<file path="src/rtl/pcm_framer_pkg.sv">
// pcm_framer_pkg: shared FSM states, frame layout constants and byte selection for the PCM UART framer.
package pcm_framer_pkg;
  typedef enum logic [1:0] {IDLE, SEND, WAIT} state_t;
  localparam int FRAME_LEN = 4;
  localparam logic [1:0] IDX_SYNC = 2'd0;
  localparam logic [1:0] IDX_MSB = 2'd1;
  localparam logic [1:0] IDX_LSB = 2'd2;
  localparam logic [1:0] IDX_LAST = 2'(FRAME_LEN - 1);
  localparam logic [7:0] DEFAULT_SYNC = 8'hA5;
  function automatic logic [7:0] frame_byte(input logic [1:0] idx, input logic [15:0] s, input logic [7:0] sync);
    return idx == IDX_SYNC ? sync : idx == IDX_MSB ? s[15:8] : idx == IDX_LSB ? s[7:0] : s[15:8] ^ s[7:0];
  endfunction
endpackage

</file>
<file path="src/rtl/sync_sample_fifo.sv">
// sync_sample_fifo: 16-bit synchronous FIFO; a push while full is accepted only when a pop frees a slot.
module sync_sample_fifo #(
  parameter int DEPTH = 4,
  localparam int AW = $clog2(DEPTH)
) (
  input  logic          clk,
  input  logic          rst,
  input  logic          push,
  input  logic [15:0]   din,
  input  logic          pop,
  output logic [15:0]   dout,
  output logic          full,
  output logic          empty,
  output logic [AW:0]   level
);
  logic [15:0] mem [DEPTH];
  logic [AW-1:0] wr, rd;
  logic wen;
  assign full = level == (AW+1)'(DEPTH);
  assign empty = level == '0;
  assign wen = push & (~full | pop);
  assign dout = mem[rd];
  always_ff @(posedge clk)
    if (wen) mem[wr] <= din;
  always_ff @(posedge clk) begin
    if (rst) begin
      wr <= '0;
      rd <= '0;
      level <= '0;
    end else begin
      wr <= wr + AW'(wen);
      rd <= rd + AW'(pop);
      level <= level + (AW+1)'(wen) - (AW+1)'(pop);
    end
  end
endmodule

</file>
<file path="src/rtl/pcm_uart_framer.sv">
// pcm_uart_framer: buffers PCM samples and sends each as a 4-byte sync/MSB/LSB/XOR frame over a go/ready UART handshake.
module pcm_uart_framer
  import pcm_framer_pkg::*;
#(
  parameter logic [7:0] SYNC_BYTE = DEFAULT_SYNC,
  parameter int FIFO_DEPTH = 4,
  parameter int CNT_W = 8
) (
  input  logic                          clk,
  input  logic                          rst,
  input  logic [15:0]                   pcm,
  input  logic                          pcm_valid,
  input  logic                          uart_ready,
  output logic [7:0]                    char,
  output logic                          uart_go,
  output logic                          busy,
  output logic [$clog2(FIFO_DEPTH):0]   fifo_level,
  output logic                          overflow,
  output logic [CNT_W-1:0]              drop_count
);
  state_t state, state_n;
  logic [1:0] idx, idx_n;
  logic [7:0] char_n;
  logic go_n, pop, full, empty, drop;
  logic [15:0] head, shadow;
  sync_sample_fifo #(.DEPTH(FIFO_DEPTH)) u_fifo (
    .clk(clk), .rst(rst), .push(pcm_valid), .din(pcm), .pop(pop),
    .dout(head), .full(full), .empty(empty), .level(fifo_level)
  );
  assign drop = pcm_valid & full & ~pop;
  assign busy = (state != IDLE) | (fifo_level != '0);
  always_comb begin
    state_n = state;
    idx_n = idx;
    char_n = char;
    go_n = uart_go;
    pop = 1'b0;
    case (state)
      IDLE: if (~empty & uart_ready) begin
        pop = 1'b1;
        state_n = SEND;
        idx_n = IDX_SYNC;
        char_n = SYNC_BYTE;
        go_n = 1'b1;
      end
      SEND: if (~uart_ready) begin
        go_n = 1'b0;
        state_n = WAIT;
      end
      default: if (uart_ready) begin
        state_n = idx == IDX_LAST ? IDLE : SEND;
        idx_n = idx == IDX_LAST ? idx : idx + 2'd1;
        char_n = idx == IDX_LAST ? char : frame_byte(idx + 2'd1, shadow, SYNC_BYTE);
        go_n = idx != IDX_LAST;
      end
    endcase
  end
  always_ff @(posedge clk) begin
    if (rst) begin
      state <= IDLE;
      idx <= IDX_SYNC;
      char <= '0;
      uart_go <= 1'b0;
      shadow <= '0;
      overflow <= 1'b0;
      drop_count <= '0;
    end else begin
      state <= state_n;
      idx <= idx_n;
      char <= char_n;
      uart_go <= go_n;
      if (pop) shadow <= head;
      if (drop) overflow <= 1'b1;
      if (drop & ~&drop_count) drop_count <= drop_count + 1'b1;
    end
  end
endmodule

</file>
<file path="config.mk">
export PLATFORM = sky130hd
export DESIGN_NAME = pcm_uart_framer
export DESIGN_NICKNAME = d
export VERILOG_FILES = /design/src/rtl/pcm_framer_pkg.sv /design/src/rtl/sync_sample_fifo.sv /design/src/rtl/pcm_uart_framer.sv
export SDC_FILE = /design/constraint.sdc
export NUM_CORES = 1
export LEC_CHECK = 0
export CORE_ASPECT_RATIO = 0.8
export CORE_UTILIZATION = 25
export CTS_CLUSTER_SIZE = 30
export DETAILED_ROUTE_END_ITERATION = 8
export GPL_TIMING_DRIVEN = 0
export PLACE_DENSITY = 0.43
export SYNTH_ARGS = -nofsm -noshare
export SYNTH_HDL_FRONTEND = slang
export SYNTH_SLANG_ARGS = --single-unit
</file>
<file path="constraint.sdc">
create_clock -name clk -period 4 [get_ports clk]
set_clock_uncertainty 0.1 [all_clocks]
set_input_delay 0.6 -clock clk [delete_from_list [all_inputs] [get_ports clk]]
set_output_delay 0.6 -clock clk [all_outputs]
set_load 0.03 [all_outputs]
</file>
# Yosys cells after proc, flatten, opt, wreduce, memory -nomap -nowiden
# Memory sizes are Yosys's and may differ from the RTL's. A register that Yosys moved wholly into a read port is not among the register bits.
# Index checks and enable logic that the tools add are counted.
op_classes:
  reduce_logical: 11
  add_sub_neg: 6
  mux: 24
  n_eq_ne: 9
  n_bitwise: 12
ops:
  columns: ["op", "n"]
  rows:
  - ["$mux W8", 6]
  - ["$pmux W8 S2", 1]
  - ["$mux W2", 6]
  - ["$add A8 B1 Y8 const B", 1]
  - ["$mux W1", 8]
  - ["$pmux W2 S2", 2]
  - ["$reduce_and A8 Y1", 1]
  - ["$xor A8 B8 Y8", 1]
  - ["$ne A2 B2 Y1 const B", 3]
  - ["$reduce_bool A3 Y1", 2]
  - ["$and A1 B1 Y1", 5]
  - ["$add A2 B1 Y2", 2]
  - ["$eq A2 B1 Y1 const B", 2]
  - ["$eq A2 B2 Y1 const B", 2]
  - ["$logic_not A2 Y1", 2]
  - ["$not A1 Y1", 4]
  - ["$reduce_and A4 Y1", 1]
  - ["$reduce_bool A2 Y1", 2]
  - ["$add A3 B1 Y3", 1]
  - ["$eq A3 B3 Y1 const B", 1]
  - ["$logic_not A3 Y1", 1]
  - ["$reduce_and A3 Y1", 1]
  - ["$sub A3 B1 Y3", 1]
  - ["$add A2 B1 Y2 const B", 1]
  - ["other kinds (4)", 5]
word_totals:
  elab_cells: 72
  register_bits: 29
  inputBits: 20
  output_inout_bits: 22
  n_memories: 1
  ramBits: 64
memory_table:
  columns: ["memory", "words", "word_bits", "read_ports", "rd_clocked_by_memory_dff", "wr", "line", "text"]
  rows:
  - ["u_fifo.mem", 4, 16, 1, 1, 1, "sync_sample_fifo.sv:16", "logic [15:0] mem [DEPTH];"]

# Depth between registers and ports, before layout
depth:
  ltp_word: 9
  ltp_mapped: 10

# Modules after synthesis
# Synthesis repeated with hierarchy kept, for this count alone.
unflattened:
  hier_cells: 329
  area_unflattened_um2: 4435.5
by_module_without_submodules:
  columns: ["module", "seq_area_each_um2", "instances", "area_per_inst_um2", "cells_per_inst"]
  rows:
  - ["sync_sample_fifo", 2062.0, 1, 2711.4, 118]
  - ["pcm_uart_framer", 740.7, 1, 1724.2, 211]

# Worst setup path before layout
# No wires, ideal clock.
synth_timing:
  path_kind: "input-to-reg"
  from: "in uart_ready"
  to: "mem u_fifo.mem[1][0], enable pin"
  path_stages: 4
  required_ns: 3.487
  arrival_ns: 2.469
  path_slack_ns: 1.018
  cell_sequence: "or3b_4 -> nand3_1 -> nand2_1 -> nor3b_1"
synth_via:
  elab_chain_cells: 7
synth_rtl:
  columns: ["element", "line", "text"]
  rows:
  - ["start, declared", "pcm_uart_framer.sv:13", "input logic uart_ready,"]
  - ["$and A1 B1 Y1", "pcm_uart_framer.sv:39", "IDLE: if (~empty & uart_ready) begin"]
  - ["$mux W1", "pcm_uart_framer.sv:39", null]
  - ["$mux W1", "pcm_uart_framer.sv:38", "case (state)"]
  - ["$or A1 B1 Y1", "sync_sample_fifo.sv:21", "assign wen = push & (~full | pop);"]
  - ["$and A1 B1 Y1", "sync_sample_fifo.sv:21", null]
  - ["$mux W1", "sync_sample_fifo.sv:24", "if (wen) mem[wr] <= din;"]
  - ["$mux W1 (not written as such)", "sync_sample_fifo.sv:24", null]
  - ["end, declared", "sync_sample_fifo.sv:16", null]
# Every way passes these cells.

# Worst setup path after layout
layout_timing:
  from: "in uart_ready"
  to: "mem u_fifo.mem[3][15], enable pin"
# The elaborated chain is that of the path after synthesis.

==> metrics <==
Initial Util 0.261; Syn Area/Cell 13.1 µm²; gr ovfl total 0; Core Footprint 16800 µm²; Synth top area share 0.439; worst reg2reg path startpoint state[1]$_SDFFE_PP0P_; CTS tree yes; most common cell after layout, fill and taps aside edfxtp_1; DRT Wirelength ~9400 µm; leak pwr 0.00179 µW; Worst-Skew Late Latency approximately 340 ps; drt first pass iters 4; Final ANT Viol Nets 0; GRT Total Usage 0.113; largest net degree at the start of global routing 18; HP Start overflow$_SDFFE_PP0P_; # nets final between 400 and 500; commonest non-fill, non-tap cells in the layout 64 x edfxtp_1, 46 x nand2_1, 44 x dfxtp_1, 40 x clkdlybuf4s50_1, 30 x a21oi_1; Tcrit/Tclk final 0.743; CP startpoint kind input port; Core Rows 42; Rel. slew slack 0.389; Sink Count around 110; Data required, critical path 3870 ps; min-delay worst type flop to flop; Chip Width 150 µm; Post-synth EDFFs 64; Setup Fix Bufs, Post-CTS 0; synth warn 0; Synth area leaders edfxtp_1 44%, dfxtp_1 20%, mux4_2 8.2%; Worst-Margin Slew 917 ps; Post-route DRC 0; fin. max-slew vios 0; syn_nets 362; Worst Hold Depth 2; layout cells sized above 1 0.137; final setup violation count 0; crit path cell chain clkdlybuf4s50_1 > or3b_4 > nand3_1 > nand2_1 > inv_1 > and3_1; Num CTS Buffers 9; antenna violations before repair 0; number of port buffers 40; WL per Instance 15.2 µm; PD cells 561 nW/µm²; Largest delay share family, worst path simple AND/OR/NAND/NOR gates; DR vias/cell ~4.4; I/O Pins between 40 and 50; CP peak stage delay roughly 800 ps; Design Power between 3000 and 4000 µW; Yosys cell types 45; hold path endpoint overflow$_SDFFE_PP0P_; htree depth 3; critical path type input port to flop; Clock Tree Root clkbuf_16; cts hold-fix bufs 0; ys flop type edfxtp_1; sequential fraction of the synthesis area 0.640; CP Buf/Inv Count 2; MaxCap Viol Count 0; largest area contributor in the synthesized netlist edfxtp_1; initial drt markers approximately 130; hpwl dp 6700 µm; final hold vios 0; RR Endpoint u_fifo.mem[3][15]$_DFFE_PP_; vias in the first global route 2711; Die ar. 18100 µm²; min cycle time layout 2970 ps; CTS clk-pin slew, worst paths around 70 ps; Syn Inst Count 334; RSZ-0062 raised after global routing false; placed cell area about 5100 µm²; CP endpoint kind flop; vias 2719; post-synthesis async set-or-reset flop share 0; final setup margin 1030 ps; first-pass GRT wire length 15100 µm; r2r worst-path depth 5; fmax 0.337 GHz; worst reg2reg setup slack between 1000 and 1500 ps; n_diodes 0; mapped cell area 4380 µm²; number of gates resized after CTS 0; synth-to-layout area growth 24.4%; maximum clock path buffer count 2; fillers 1699; #FFs+latches synth 108; CP max-delay cell and3_1; Setup Slack @ Placement about 550 ps; WP data arrival between 2000 and 3000 ps; Finished Cell Area 5450 µm²; GP Congestion approximately 0.7; peak supply drop 0.000282 V; outcome complete, no violations; die height 120 µm; largest fanout on the critical path 16
==> report_power, final <==
group	leakage, µW	switching [µW]	internal [µW]
sequential	0.000945	82.3	1310
combinational	0.000687	398	323
clock	0.000153	393	548
total	0.00179	874	2180
==> worst min-delay path: stages (launching register included) <==
cell and delay (ps):
dfxtp_1 310, inv_1 40, a21oi_1 50
==> Yosys cell counts, types with 5 or more instances <==
| master | instances |
|---|---|
| a21oi_1 | 30 |
| and3_1 | 5 |
| buf_2 | 6 |
| clkbuf_1 | 5 |
| dfxtp_1 | 44 |
| edfxtp_1 | 64 |
| ha_1 | 7 |
| inv_1 | 10 |
| mux4_2 | 16 |
| nand2_1 | 46 |
| nand2b_1 | 6 |
| nand3_1 | 6 |
| nor2_1 | 18 |
| nor3b_1 | 5 |
| o21a_1 | 5 |
| o21ai_0 | 6 |
==> cell type report <==
type | count | area (µm²) | share of cell area
well taps | 220 | 275 | 0.0505
plain buffers | 14 | 67.6 | 0.0124
multi-input cells | 201 | 1490 | 0.272
clock inverters | 6 | 87.6 | 0.0161
repair buffers | 46 | 468 | 0.0858
clock buffers | 9 | 225 | 0.0413
flip-flops and latches | 108 | 2800 | 0.514
inverters | 11 | 41.3 | 0.00757
==> through the flow <==
stage | hold WS [ps] | setup TNS (ps) | utilization | std cells
3_5_place_dp | 341 | 0 | 0.306 | 600
6_report | 345 | 0 | 0.324 | 615
3_3_place_gp | 337 | -38030 | 0.301 | 594
5_1_grt | 381 | 0 | 0.324 | 615
4_1_cts | 351 | 0 | 0.324 | 615
2_1_floorplan | 345 | 0 | - | 334
==> layer usage <==
metal,track usage,share of wire
met5,0,0
met2,0.156,0.40
met1,0.169,0.54
met4,0.0398,0.013
met3,0.0279,0.042
==> how the worst max path moves through the flow <==
stage / from / endpoint / slack [ps] / cells after the start
2_1_floorplan: uart_ready / u_fifo.mem[1][0]$_DFFE_PP_ / 1020 / 4
3_3_place_gp: uart_ready / u_fifo.mem[1][5]$_DFFE_PP_ / -880 / 5
3_5_place_dp: uart_ready / u_fifo.mem[3][5]$_DFFE_PP_ / 550 / 6
6_report: uart_ready / u_fifo.mem[3][15]$_DFFE_PP_ / 1030 / 6
4_1_cts: uart_ready / u_fifo.mem[3][6]$_DFFE_PP_ / 860 / 6
5_1_grt: uart_ready / u_fifo.mem[3][15]$_DFFE_PP_ / 810 / 6
==> cell families (layout without fill, tap and decap cells) <==
group	after synthesis	after routing	synth area share
flops	108	108	0.640
simple gates	108	108	0.123
compound gates	60	60	0.0860
buf+inv	25	86	0.0248
mux	20	20	0.0919
fa+ha+maj	8	8	0.0246
xor+xnor	5	5	0.0100
==> registers in the layout (all words and copies together) (netlist names) <==
signal        flops
char              8
drop_count        8
idx               2
overflow          1
shadow           16
state             2
u_fifo.level      3
u_fifo.mem       64
u_fifo.rd         2
u_fifo.wr         2
No activity file was read; power rests on OpenSTA's default activity.
